==> config.mk <==
export PLATFORM = sky130hd
export DESIGN_NAME = jac_control_unit_flat
export DESIGN_NICKNAME = d
export VERILOG_FILES = /design/src/rtl/jac_pkg.sv /design/src/rtl/jac_control_unit_if.sv /design/src/rtl/jac_regfile.sv /design/src/rtl/jac_control_unit.sv /design/src/flat_wrapper.sv
export SDC_FILE = /design/constraint.sdc
export NUM_CORES = 1
export LEC_CHECK = 0
export CAP_MARGIN = 0
export CORE_MARGIN = 2
export CORE_UTILIZATION = 54
export CTS_CLUSTER_DIAMETER = 30
export DETAILED_ROUTE_END_ITERATION = 6
export PLACE_DENSITY = 0.8
export REMOVE_ABC_BUFFERS = 1
export SETUP_SLACK_MARGIN = 0.15
export SLEW_MARGIN = 20
export SYNTH_ARGS = -nofsm -noshare
export SYNTH_HDL_FRONTEND = slang
export SYNTH_SLANG_ARGS = --single-unit
==> constraint.sdc <==
create_clock -name clock -period 3.8 [get_ports clock]
set_input_delay 0.57 -clock clock [delete_from_list [all_inputs] [get_ports clock]]
set_output_delay 0.57 -clock clock [all_outputs]
set_load 0.1 [all_outputs]
==> src/rtl/jac_pkg.sv <==
// Shared definitions for the Jac1-8 CPU: widths, opcodes, status bits, instruction fields, FSM states.
package jac_pkg;

  localparam int DataWidth     = 8;
  localparam int NumOpCodeBits = 5;
  localparam int ParamBits     = 8;
  localparam int RegAddrBits   = 3;
  localparam int NumRegs       = 2 ** RegAddrBits;
  localparam int NumStatusBits = 3;
  localparam int InstrBits     = NumOpCodeBits + 2 * RegAddrBits + ParamBits;

  localparam int CARRY     = 0;
  localparam int UNDERFLOW = 1;
  localparam int ZERO      = 2;

  // {opcode[18:14], rA[13:11], rB[10:8], param[7:0]}
  localparam int OpMsb    = 18;
  localparam int OpLsb    = 14;
  localparam int RaMsb    = 13;
  localparam int RaLsb    = 11;
  localparam int RbMsb    = 10;
  localparam int RbLsb    = 8;
  localparam int ParamMsb = 7;
  localparam int ParamLsb = 0;

  typedef logic [NumOpCodeBits-1:0] opcode_t;

  localparam opcode_t OP_NOP  = 5'b0_0000;
  localparam opcode_t OP_ADD  = 5'b0_0001;
  localparam opcode_t OP_SUB  = 5'b0_0010;
  localparam opcode_t OP_AND  = 5'b0_0011;
  localparam opcode_t OP_OR   = 5'b0_0100;
  localparam opcode_t OP_NOT  = 5'b0_0101;
  localparam opcode_t OP_XOR  = 5'b0_0110;
  localparam opcode_t OP_SHL  = 5'b0_0111;
  localparam opcode_t OP_SHR  = 5'b0_1000;
  localparam opcode_t OP_VAL  = 5'b0_1001;
  localparam opcode_t OP_GOTO = 5'b1_0000;
  localparam opcode_t OP_IFZ  = 5'b1_0001;
  localparam opcode_t OP_IFNZ = 5'b1_0010;
  localparam opcode_t OP_IFEQ = 5'b1_0011;
  localparam opcode_t OP_IFST = 5'b1_0100;
  localparam opcode_t OP_IFGT = 5'b1_0101;

  typedef enum logic [1:0] {FETCH, DECODE, EXEC, HALT} state_t;

  function automatic logic is_alu_op(input opcode_t op);
    return op inside {[OP_ADD:OP_SHR]};
  endfunction

  function automatic logic is_reserved(input opcode_t op);
    return op inside {[5'b0_1010:5'b0_1111], [5'b1_0110:5'b1_1111]};
  endfunction

endpackage

==> src/rtl/jac_control_unit_if.sv <==
// Program-memory and ALU bus of the Jac1-8 sequencer; master = control unit, slave = memory/ALU side.
interface jac_control_unit_if;
  import jac_pkg::*;

  logic [ParamBits-1:0]     imem_addr;
  logic                     imem_en;
  logic [InstrBits-1:0]     imem_rdata;
  opcode_t                  alu_opcode;
  logic [DataWidth-1:0]     alu_operand1;
  logic [DataWidth-1:0]     alu_operand2;
  logic [ParamBits-1:0]     alu_param;
  logic [DataWidth-1:0]     alu_result;
  logic [NumStatusBits-1:0] alu_status;

  modport master (
    output imem_addr, imem_en, alu_opcode, alu_operand1, alu_operand2, alu_param,
    input  imem_rdata, alu_result, alu_status
  );

  modport slave (
    input  imem_addr, imem_en, alu_opcode, alu_operand1, alu_operand2, alu_param,
    output imem_rdata, alu_result, alu_status
  );

endinterface

==> src/rtl/jac_regfile.sv <==
// 8x8 register file: two async read ports, one sync write port, async clear.
// JAC_DBG_PORT_EN adds a third async read port for debug observation.
module jac_regfile
  import jac_pkg::*;
(
  input  logic                   clock,
  input  logic                   reset,
  input  logic                   we,
  input  logic [RegAddrBits-1:0] waddr,
  input  logic [DataWidth-1:0]   wdata,
  input  logic [RegAddrBits-1:0] raddr_a,
  input  logic [RegAddrBits-1:0] raddr_b,
  output logic [DataWidth-1:0]   rdata_a,
  output logic [DataWidth-1:0]   rdata_b
`ifdef JAC_DBG_PORT_EN
  ,
  input  logic [RegAddrBits-1:0] raddr_c,
  output logic [DataWidth-1:0]   rdata_c
`endif
);

  logic [DataWidth-1:0] regs [NumRegs];

  always_ff @(posedge clock or posedge reset) begin
    if (reset) begin
      for (int i = 0; i < NumRegs; i++) regs[i] <= '0;
    end else if (we) begin
      regs[waddr] <= wdata;
    end
  end

  assign rdata_a = regs[raddr_a];
  assign rdata_b = regs[raddr_b];
`ifdef JAC_DBG_PORT_EN
  assign rdata_c = regs[raddr_c];
`endif

endmodule

==> src/rtl/jac_control_unit.sv <==
// Jac1-8 instruction sequencer: fetch/decode/execute against external program memory and ALU.
// JAC_DBG_PORT_EN adds dbg_addr/dbg_data for combinational register inspection.
//
//   state  | meaning
//   FETCH  | wait for run, strobe imem at pc
//   DECODE | latch instruction word into ir
//   EXEC   | drive ALU, write back / branch at closing edge
//   HALT   | self-loop GOTO seen; idle until reset
module jac_control_unit
  import jac_pkg::*;
(
  input  logic                     clock,
  input  logic                     reset,
  input  logic                     run,
  jac_control_unit_if.master       bus,
  output logic [ParamBits-1:0]     pc,
  output logic [NumStatusBits-1:0] flags,
  output logic                     halted,
  output logic                     illegal_op
`ifdef JAC_DBG_PORT_EN
  ,
  input  logic [RegAddrBits-1:0]   dbg_addr,
  output logic [DataWidth-1:0]     dbg_data
`endif
);

  state_t                 state, state_nxt;
  logic [InstrBits-1:0]   ir;
  opcode_t                op;
  logic [RegAddrBits-1:0] ra, rb;
  logic [ParamBits-1:0]   param, pc_inc, pc_nxt;
  logic [DataWidth-1:0]   r_a, r_b, wdata;
  logic                   we, flags_we, illegal_nxt;

  assign op     = ir[OpMsb:OpLsb];
  assign ra     = ir[RaMsb:RaLsb];
  assign rb     = ir[RbMsb:RbLsb];
  assign param  = ir[ParamMsb:ParamLsb];
  assign pc_inc = pc + 1'b1;

  assign bus.imem_addr    = pc;
  assign bus.alu_operand1 = r_a;
  assign bus.alu_operand2 = r_b;
  assign bus.alu_param    = param;

  jac_regfile u_regfile (
    .clock   (clock),
    .reset   (reset),
    .we      (we),
    .waddr   (ra),
    .wdata   (wdata),
    .raddr_a (ra),
    .raddr_b (rb),
    .rdata_a (r_a),
    .rdata_b (r_b)
`ifdef JAC_DBG_PORT_EN
    ,
    .raddr_c (dbg_addr),
    .rdata_c (dbg_data)
`endif
  );

  always_comb begin
    state_nxt      = state;
    pc_nxt         = pc;
    bus.imem_en    = 1'b0;
    bus.alu_opcode = OP_NOP;
    we             = 1'b0;
    wdata          = bus.alu_result;
    flags_we       = 1'b0;
    illegal_nxt    = 1'b0;
    case (state)
      FETCH: begin
        // gated by reset so the strobe is quiet while reset is held
        if (run && !reset) begin
          bus.imem_en = 1'b1;
          state_nxt   = DECODE;
        end
      end
      DECODE: state_nxt = EXEC;
      EXEC: begin
        state_nxt = FETCH;
        pc_nxt    = pc_inc;
        if (is_alu_op(op)) begin
          bus.alu_opcode = op;
          we             = 1'b1;
          flags_we       = 1'b1;
        end else begin
          case (op)
            OP_VAL: begin
              we    = 1'b1;
              wdata = param;
            end
            OP_GOTO: begin
              pc_nxt = param;
              if (param == pc) state_nxt = HALT;
            end
            OP_IFZ:  if (flags[ZERO])  pc_nxt = param;
            OP_IFNZ: if (!flags[ZERO]) pc_nxt = param;
            // compares reuse SUB; the status is consumed here and not stored in flags
            OP_IFEQ: begin
              bus.alu_opcode = OP_SUB;
              if (bus.alu_status[ZERO]) pc_nxt = param;
            end
            OP_IFST: begin
              bus.alu_opcode = OP_SUB;
              if (bus.alu_status[UNDERFLOW]) pc_nxt = param;
            end
            OP_IFGT: begin
              bus.alu_opcode = OP_SUB;
              if (!bus.alu_status[ZERO] && !bus.alu_status[UNDERFLOW]) pc_nxt = param;
            end
            default: illegal_nxt = is_reserved(op);
          endcase
        end
      end
      HALT:    state_nxt = HALT;
      default: state_nxt = FETCH;
    endcase
  end

  always_ff @(posedge clock or posedge reset) begin
    if (reset) begin
      state      <= FETCH;
      pc         <= '0;
      ir         <= '0;
      flags      <= '0;
      halted     <= 1'b0;
      illegal_op <= 1'b0;
    end else begin
      state      <= state_nxt;
      pc         <= pc_nxt;
      halted     <= (state_nxt == HALT);
      illegal_op <= illegal_nxt;
      if (state == DECODE) ir <= bus.imem_rdata;
      if (flags_we) flags <= bus.alu_status;
    end
  end

endmodule

==> src/flat_wrapper.sv <==
// flat-port wrapper written by rule: the top's interface ports become plain ports
module jac_control_unit_flat import jac_pkg::*;
  (clock, reset, run, pc, flags, halted, illegal_op, bus_imem_addr, bus_imem_en, bus_alu_opcode, bus_alu_operand1, bus_alu_operand2, bus_alu_param, bus_imem_rdata, bus_alu_result, bus_alu_status);
  jac_control_unit_if bus_i ();
  input  logic clock;
  input  logic reset;
  input  logic run;
  output logic [ParamBits-1:0] pc;
  output logic [NumStatusBits-1:0] flags;
  output logic halted;
  output logic illegal_op;
  output wire logic [$bits(bus_i.imem_addr)-1:0] bus_imem_addr;
  output wire logic [$bits(bus_i.imem_en)-1:0] bus_imem_en;
  output wire logic [$bits(bus_i.alu_opcode)-1:0] bus_alu_opcode;
  output wire logic [$bits(bus_i.alu_operand1)-1:0] bus_alu_operand1;
  output wire logic [$bits(bus_i.alu_operand2)-1:0] bus_alu_operand2;
  output wire logic [$bits(bus_i.alu_param)-1:0] bus_alu_param;
  input wire logic [$bits(bus_i.imem_rdata)-1:0] bus_imem_rdata;
  input wire logic [$bits(bus_i.alu_result)-1:0] bus_alu_result;
  input wire logic [$bits(bus_i.alu_status)-1:0] bus_alu_status;
  assign bus_imem_addr = bus_i.imem_addr;
  assign bus_imem_en = bus_i.imem_en;
  assign bus_alu_opcode = bus_i.alu_opcode;
  assign bus_alu_operand1 = bus_i.alu_operand1;
  assign bus_alu_operand2 = bus_i.alu_operand2;
  assign bus_alu_param = bus_i.alu_param;
  assign bus_i.imem_rdata = bus_imem_rdata;
  assign bus_i.alu_result = bus_alu_result;
  assign bus_i.alu_status = bus_alu_status;
  jac_control_unit u_core (.clock(clock), .reset(reset), .run(run), .bus(bus_i), .pc(pc), .flags(flags), .halted(halted), .illegal_op(illegal_op));
endmodule
==> results of run 1 <==
through the flow:
step	instances	setup TNS, ps	instance area, sq um	utilization (%)	worst slack, ps
finish	594	0	6170	66.4	661
global route	594	0	6170	66.4	617
CTS	594	0	6170	66.4	553
detailed placement	578	0	5980	64.5	951
global placement	578	0	5980	64.5	1050
floorplan	355	-927	4950	-	-511
per-layer routing:
metal | vias up | share of wire [%]
met3 | 32 | 7.2
met4 | 0 | 2.4
met1 | 1963 | 41
met5 | - | 0
met2 | 191 | 49
li1 | 1664 | -
synth_stat cells (3+ instances only):
library cell / instances / area, sq um
nand2b_1: 3 / 18.8
mux2i_1: 5 / 50.1
buf_2: 11 / 55.1
buf_1: 3 / 11.3
o21ai_0: 6 / 30.0
nand2_1: 20 / 75.1
a21oi_1: 7 / 35.0
buf_4: 18 / 135
mux4_2: 32 / 721
clkbuf_1: 7 / 26.3
inv_1: 4 / 15.0
a2bb2oi_1: 4 / 35.0
nor2_1: 14 / 52.6
o32a_2: 6 / 67.6
mux2_2: 37 / 417
and3_1: 6 / 37.5
dfrtp_1: 98 / 2450
xnor2_1: 9 / 78.8
nand3_1: 5 / 25.0
nand3b_1: 4 / 30.0
o32a_1: 3 / 30.0
nor3_1: 4 / 20.0
o22a_1: 64 / 561
sequential cells by signal (all words and copies together) (netlist names):
name,count
u_core.u_regfile.regs,64
u_core.ir,19
u_core.bus.imem_addr,8
u_core.flags,3
u_core.state,2
u_core.halted,1
u_core.illegal_op,1
kinds of logic (layout without fill, tap and decap cells):
| logic type | count (synthesis) | count (layout) | synth area share [%] |
|---|---|---|---|
| XOR/XNOR | 10 | 10 | 1.68 |
| AO/OA/AOI/OAI | 100 | 100 | 16.1 |
| other | 1 | 1 | 0.0721 |
| multiplexers | 74 | 74 | 22.8 |
| AND/OR/NAND/NOR | 67 | 67 | 6.76 |
| buffers and inverters | 45 | 114 | 5.10 |
| adder cells (fa/ha/maj) | 1 | 1 | 0.241 |
| flip-flops | 98 | 98 | 47.2 |
final cells by class:
| cell class | count | area (sq um) | area share (%) |
|---|---|---|---|
| multi-input combinational | 253 | 2480 | 40.3 |
| sequential | 98 | 2450 | 39.8 |
| timing repair buffer | 94 | 871 | 14.1 |
| tap | 129 | 161 | 2.62 |
| clock buffer | 9 | 124 | 2.01 |
| clock inverter | 7 | 58.8 | 0.953 |
| inverter | 4 | 16.3 | 0.264 |
cells in the final DEF (no fill, tap or decap), types with 2 or more instances in the layout:
cell,n
dfrtp_1,97
o22a_1,64
clkdlybuf4s50_1,61
mux2_2,37
mux4_2,32
buf_4,32
nand2_1,20
nor2_1,14
xnor2_1,9
clkbuf_8,9
a21oi_1,7
o32a_2,6
and3_1,6
o21ai_0,6
nand3_1,5
mux2i_1,5
nor3_1,4
nand3b_1,4
a2bb2oi_1,4
nand2b_1,3
o32a_1,3
inv_1,3
inv_6,3
nor4b_1,2
nand4_1,2
a21o_1,2
clkinv_2,2
critical path, stage by stage, from the launching register on:
cell     delay, ps
dfrtp_1       1070
mux4_2         610
mux2_2         280
buf_4          230
worst max path at each step:
stage                                    startpoint                   to  slack [ps]  depth (start not counted)
final                     u_core.ir[12]$_DFFE_PP0P_  bus_alu_operand1[2]         660                          3
after CTS                 u_core.ir[11]$_DFFE_PP0P_  bus_alu_operand1[5]         550                          3
after global placement    u_core.ir[11]$_DFFE_PP0P_  bus_alu_operand1[7]        1050                          3
after floorplan                               reset          bus_imem_en        -510                          1
after global routing      u_core.ir[12]$_DFFE_PP0P_  bus_alu_operand1[1]         620                          3
after detailed placement  u_core.ir[11]$_DFFE_PP0P_  bus_alu_operand1[5]         950                          3
==> qor.yml, run 1 <==
period_share_pct: 82.6
drv_cap: 0
rsz0062_at_grt: "false"
yosysWarnings: 0
critPathMaxFanout: 24
busiest_layer: "met2"
crit_type: "reg2out"
grt_usage_pct: 27.1
die_h_microns: 102
cts.path.max_buffers: 2
synthesis.area_sq_um: 5200
io_buffers: 82
hpwl_microns: 9020
final-hold-violation-count: 0
met3_usage_pct: 5.47
synth-seq-cells: 98
max_freq_mhz: 319
maxSlewHeadroom_pct: 27.9
cts_buffers: 9
dieArea_sq_um: 10400
finClkSkew_ps: 13.0
worst-r2r-cell-count: 3
synth_cells: 396
clkSlewWorstSetupHoldPaths_ps: 110
synth-seq-area-share_pct: 47.2
reg2reg_to: "u_core.u_regfile.regs[60]$_DFFE_PP0P_"
rr_startpoint: "u_core.ir[12]$_DFFE_PP0P_"
grt_pass1_wl_microns: 21100
wl_microns: 13400
final_layout_size_suffix_gt1_share_pct: 28.4
synthFlopType: "dfrtp_1"
wl_per_cell_microns: 22.5
grt_pass1_vias: 3895
tightestPinTransition_ps: 1080
async_flop_share_pct: 100
n_antenna_cell: 0
vias: 3850
core_sq_um: 9280
hold_path_depth: 1
cts_root_buffer: "clkbuf_8"
numClockSinks: 98
areaGrowthSynthToFinish_pct: 18.7
setup_viol_count_final: 0
overflow: 0
ant_nets: 0
drtPass1Iterations: 5
syn_area_per_cell_sq_um: 13.1
synth_edf_count: 0
antenna_found_initial: 0
crit_required_ps: 3230
num_io_pins: 84
cp.arrival_ps: 2570
cp-start-kind: "flip-flop"
cts_resized: 0
hold_start: "u_core.u_regfile.regs[10]$_DFFE_PP0P_"
rows: 35
start_util_pct: 56.0
hp-class: "reg2reg"
htreeDepth: 3
nNetsFinal: 494
holdPathEnd: "u_core.u_regfile.regs[10]$_DFFE_PP0P_"
dr.first_iter.drc_count: 265
outcome: "completed"
crit_path_end_kind: "output port"
layout_min_cycle_time_ps: 3140
drv_slew: 0
gr-usage-met1_pct: 36.4
rrSetupSlack_ps: 1120
cts_tree: "done"
clock_latency_ps: 370
vias_per_cell: 6.48
synth_cell_types: 44
n_fill_cell: 700
die_w_microns: 102
grt_start_max_net_pins: 99
cts_hold_buf: 0
fin_hold_ws_ps: 523
grt.met2_usage_pct: 44.5
drc: 0
place.gp.congestion: 0.796
cts_setup_buffers: 0
Power of run 1 is left out: the tool's default activity adds up to more than one toggle a clock period on the data nets, which glitch-free logic cannot reach.
==> run 2: changes to the inputs <==
Clock period 3.8 ns to 3.3 ns, I/O delays scaled along.
==> run 2 against run 1 <==
Critical path depth is 1 higher. Routed wire length grew 1.6%. Non-clock buffer count rose by 12. Setup slack lost 120 ps. Via count increased by 2.1%. Flip-flop and latch count did not move. Largest cell class unchanged.
==> qor.yml, run 2 (synthesized netlist as in run 1, its figures left out) <==
drc: 0
drv_cap: 0
crit_required_ps: 2800
largest_reg_flops: 64
reg2reg_to: "u_core.u_regfile.regs[57]$_DFFE_PP0P_"
rrSetupSlack_ps: 1040
n_antenna_cell: 0
crit_start: "u_core.ir[9]$_DFFE_PP0P_"
crit_path_end: "bus_alu_operand2[3]"
final-hold-violation-count: 0
cts_resized: 0
htreeDepth: 3
hpwl_microns: 9280
final_layout_size_suffix_gt1_share_pct: 34.6
rr_startpoint: "u_core.state[1]$_DFF_PP0_"
wl_microns: 13600
place.gp.congestion: 0.796
overflow: 0
io_buffers: 82
vias: 3931
maxSlewHeadroom_pct: 34.0
cp-start-kind: "flip-flop"
hold_start: "u_core.flags[0]$_DFFE_PP0P_"
setup_viol_count_final: 0
finClkSkew_ps: 18.3
fin_hold_ws_ps: 513
clock_latency_ps: 370
grt_usage_pct: 27.7
drv_slew: 0
start_util_pct: 56.0
crit_path_end_kind: "output port"
critPathMaxFanout: 12
wl_per_cell_microns: 22.4
rsz0062_at_grt: "false"
die_w_microns: 102
vias_per_cell: 6.49
cp.arrival_ps: 2270
core_sq_um: 9280
cts.path.max_buffers: 2
cts_tree: "done"
outcome: "completed"
die_h_microns: 102
layout_common_cells: "dfrtp_1, buf_4, o22a_1"
mostFrequentLayoutCell: "dfrtp_1"
crit_type: "reg2out"
regMostFlops: "u_core.u_regfile.regs"
rows: 35
drtPass1Iterations: 6
ant_nets: 0
cts_buffers: 9
clkSlewWorstSetupHoldPaths_ps: 100
tightestPinTransition_ps: 986
period_share_pct: 83.7
post-route-util_pct: 67.3
grt_pass1_vias: 4000
setup_tns_ps: 0
grt_start_max_net_pins: 40
cts_hold_buf: 0
nNetsFinal: 506
dr.first_iter.drc_count: 290
num_io_pins: 84
numClockSinks: 98
max_freq_mhz: 362
hp-class: "reg2reg"
dieArea_sq_um: 10400
layout_min_cycle_time_ps: 2760
worst-r2r-cell-count: 4
antenna_found_initial: 0
areaGrowthSynthToFinish_pct: 20.1
cts_setup_buffers: 0
grt_pass1_wl_microns: 21300
cts_root_buffer: "clkbuf_8"
[run 2: worst min path at each step]
stage	depth (start not counted)	end	slack (ps)
5_1_grt	1	u_core.u_regfile.regs[33]$_DFFE_PP0P_	520
6_report	1	u_core.flags[0]$_DFFE_PP0P_	510
2_1_floorplan	1	u_core.u_regfile.regs[10]$_DFFE_PP0P_	470
3_5_place_dp	1	u_core.u_regfile.regs[33]$_DFFE_PP0P_	490
4_1_cts	1	u_core.u_regfile.regs[33]$_DFFE_PP0P_	510
3_3_place_gp	1	u_core.u_regfile.regs[10]$_DFFE_PP0P_	480
[run 2: metal layers]
layer  up-vias  part of all wire, %  track usage (%)
li1       1693                    -                -
met1      2030                   42             37.1
met2       180                   49             45.9
met3        28                  7.2             5.61
met4         0                  1.9             9.33
met5         -                    0                0
[run 2: final cells by class]
type / instances / area (sq um)
inverter: 4 / 16.3
clock inverter: 3 / 46.3
timing repair buffer: 106 / 916
clock buffer: 13 / 169
multi-input combinational: 253 / 2480
sequential: 98 / 2450
fill: 703 / 3040
tap: 129 / 161
[run 2: critical path: stages, from the launching register on]
cell and delay, ps:
dfrtp_1 750, buf_4 290, mux4_2 320, mux2_2 290, buf_4 230
[run 2: through the flow]
stage          instance area [sq um]  cells  worst slack [ps]
3_3_place_gp                    6030    590               739
3_5_place_dp                    6030    590               635
4_1_cts                         6240    606               526
6_report                        6240    606               539
5_1_grt                         6240    606               464
2_1_floorplan                   4950    355              -861
Power of run 2 is left out for the same reason.
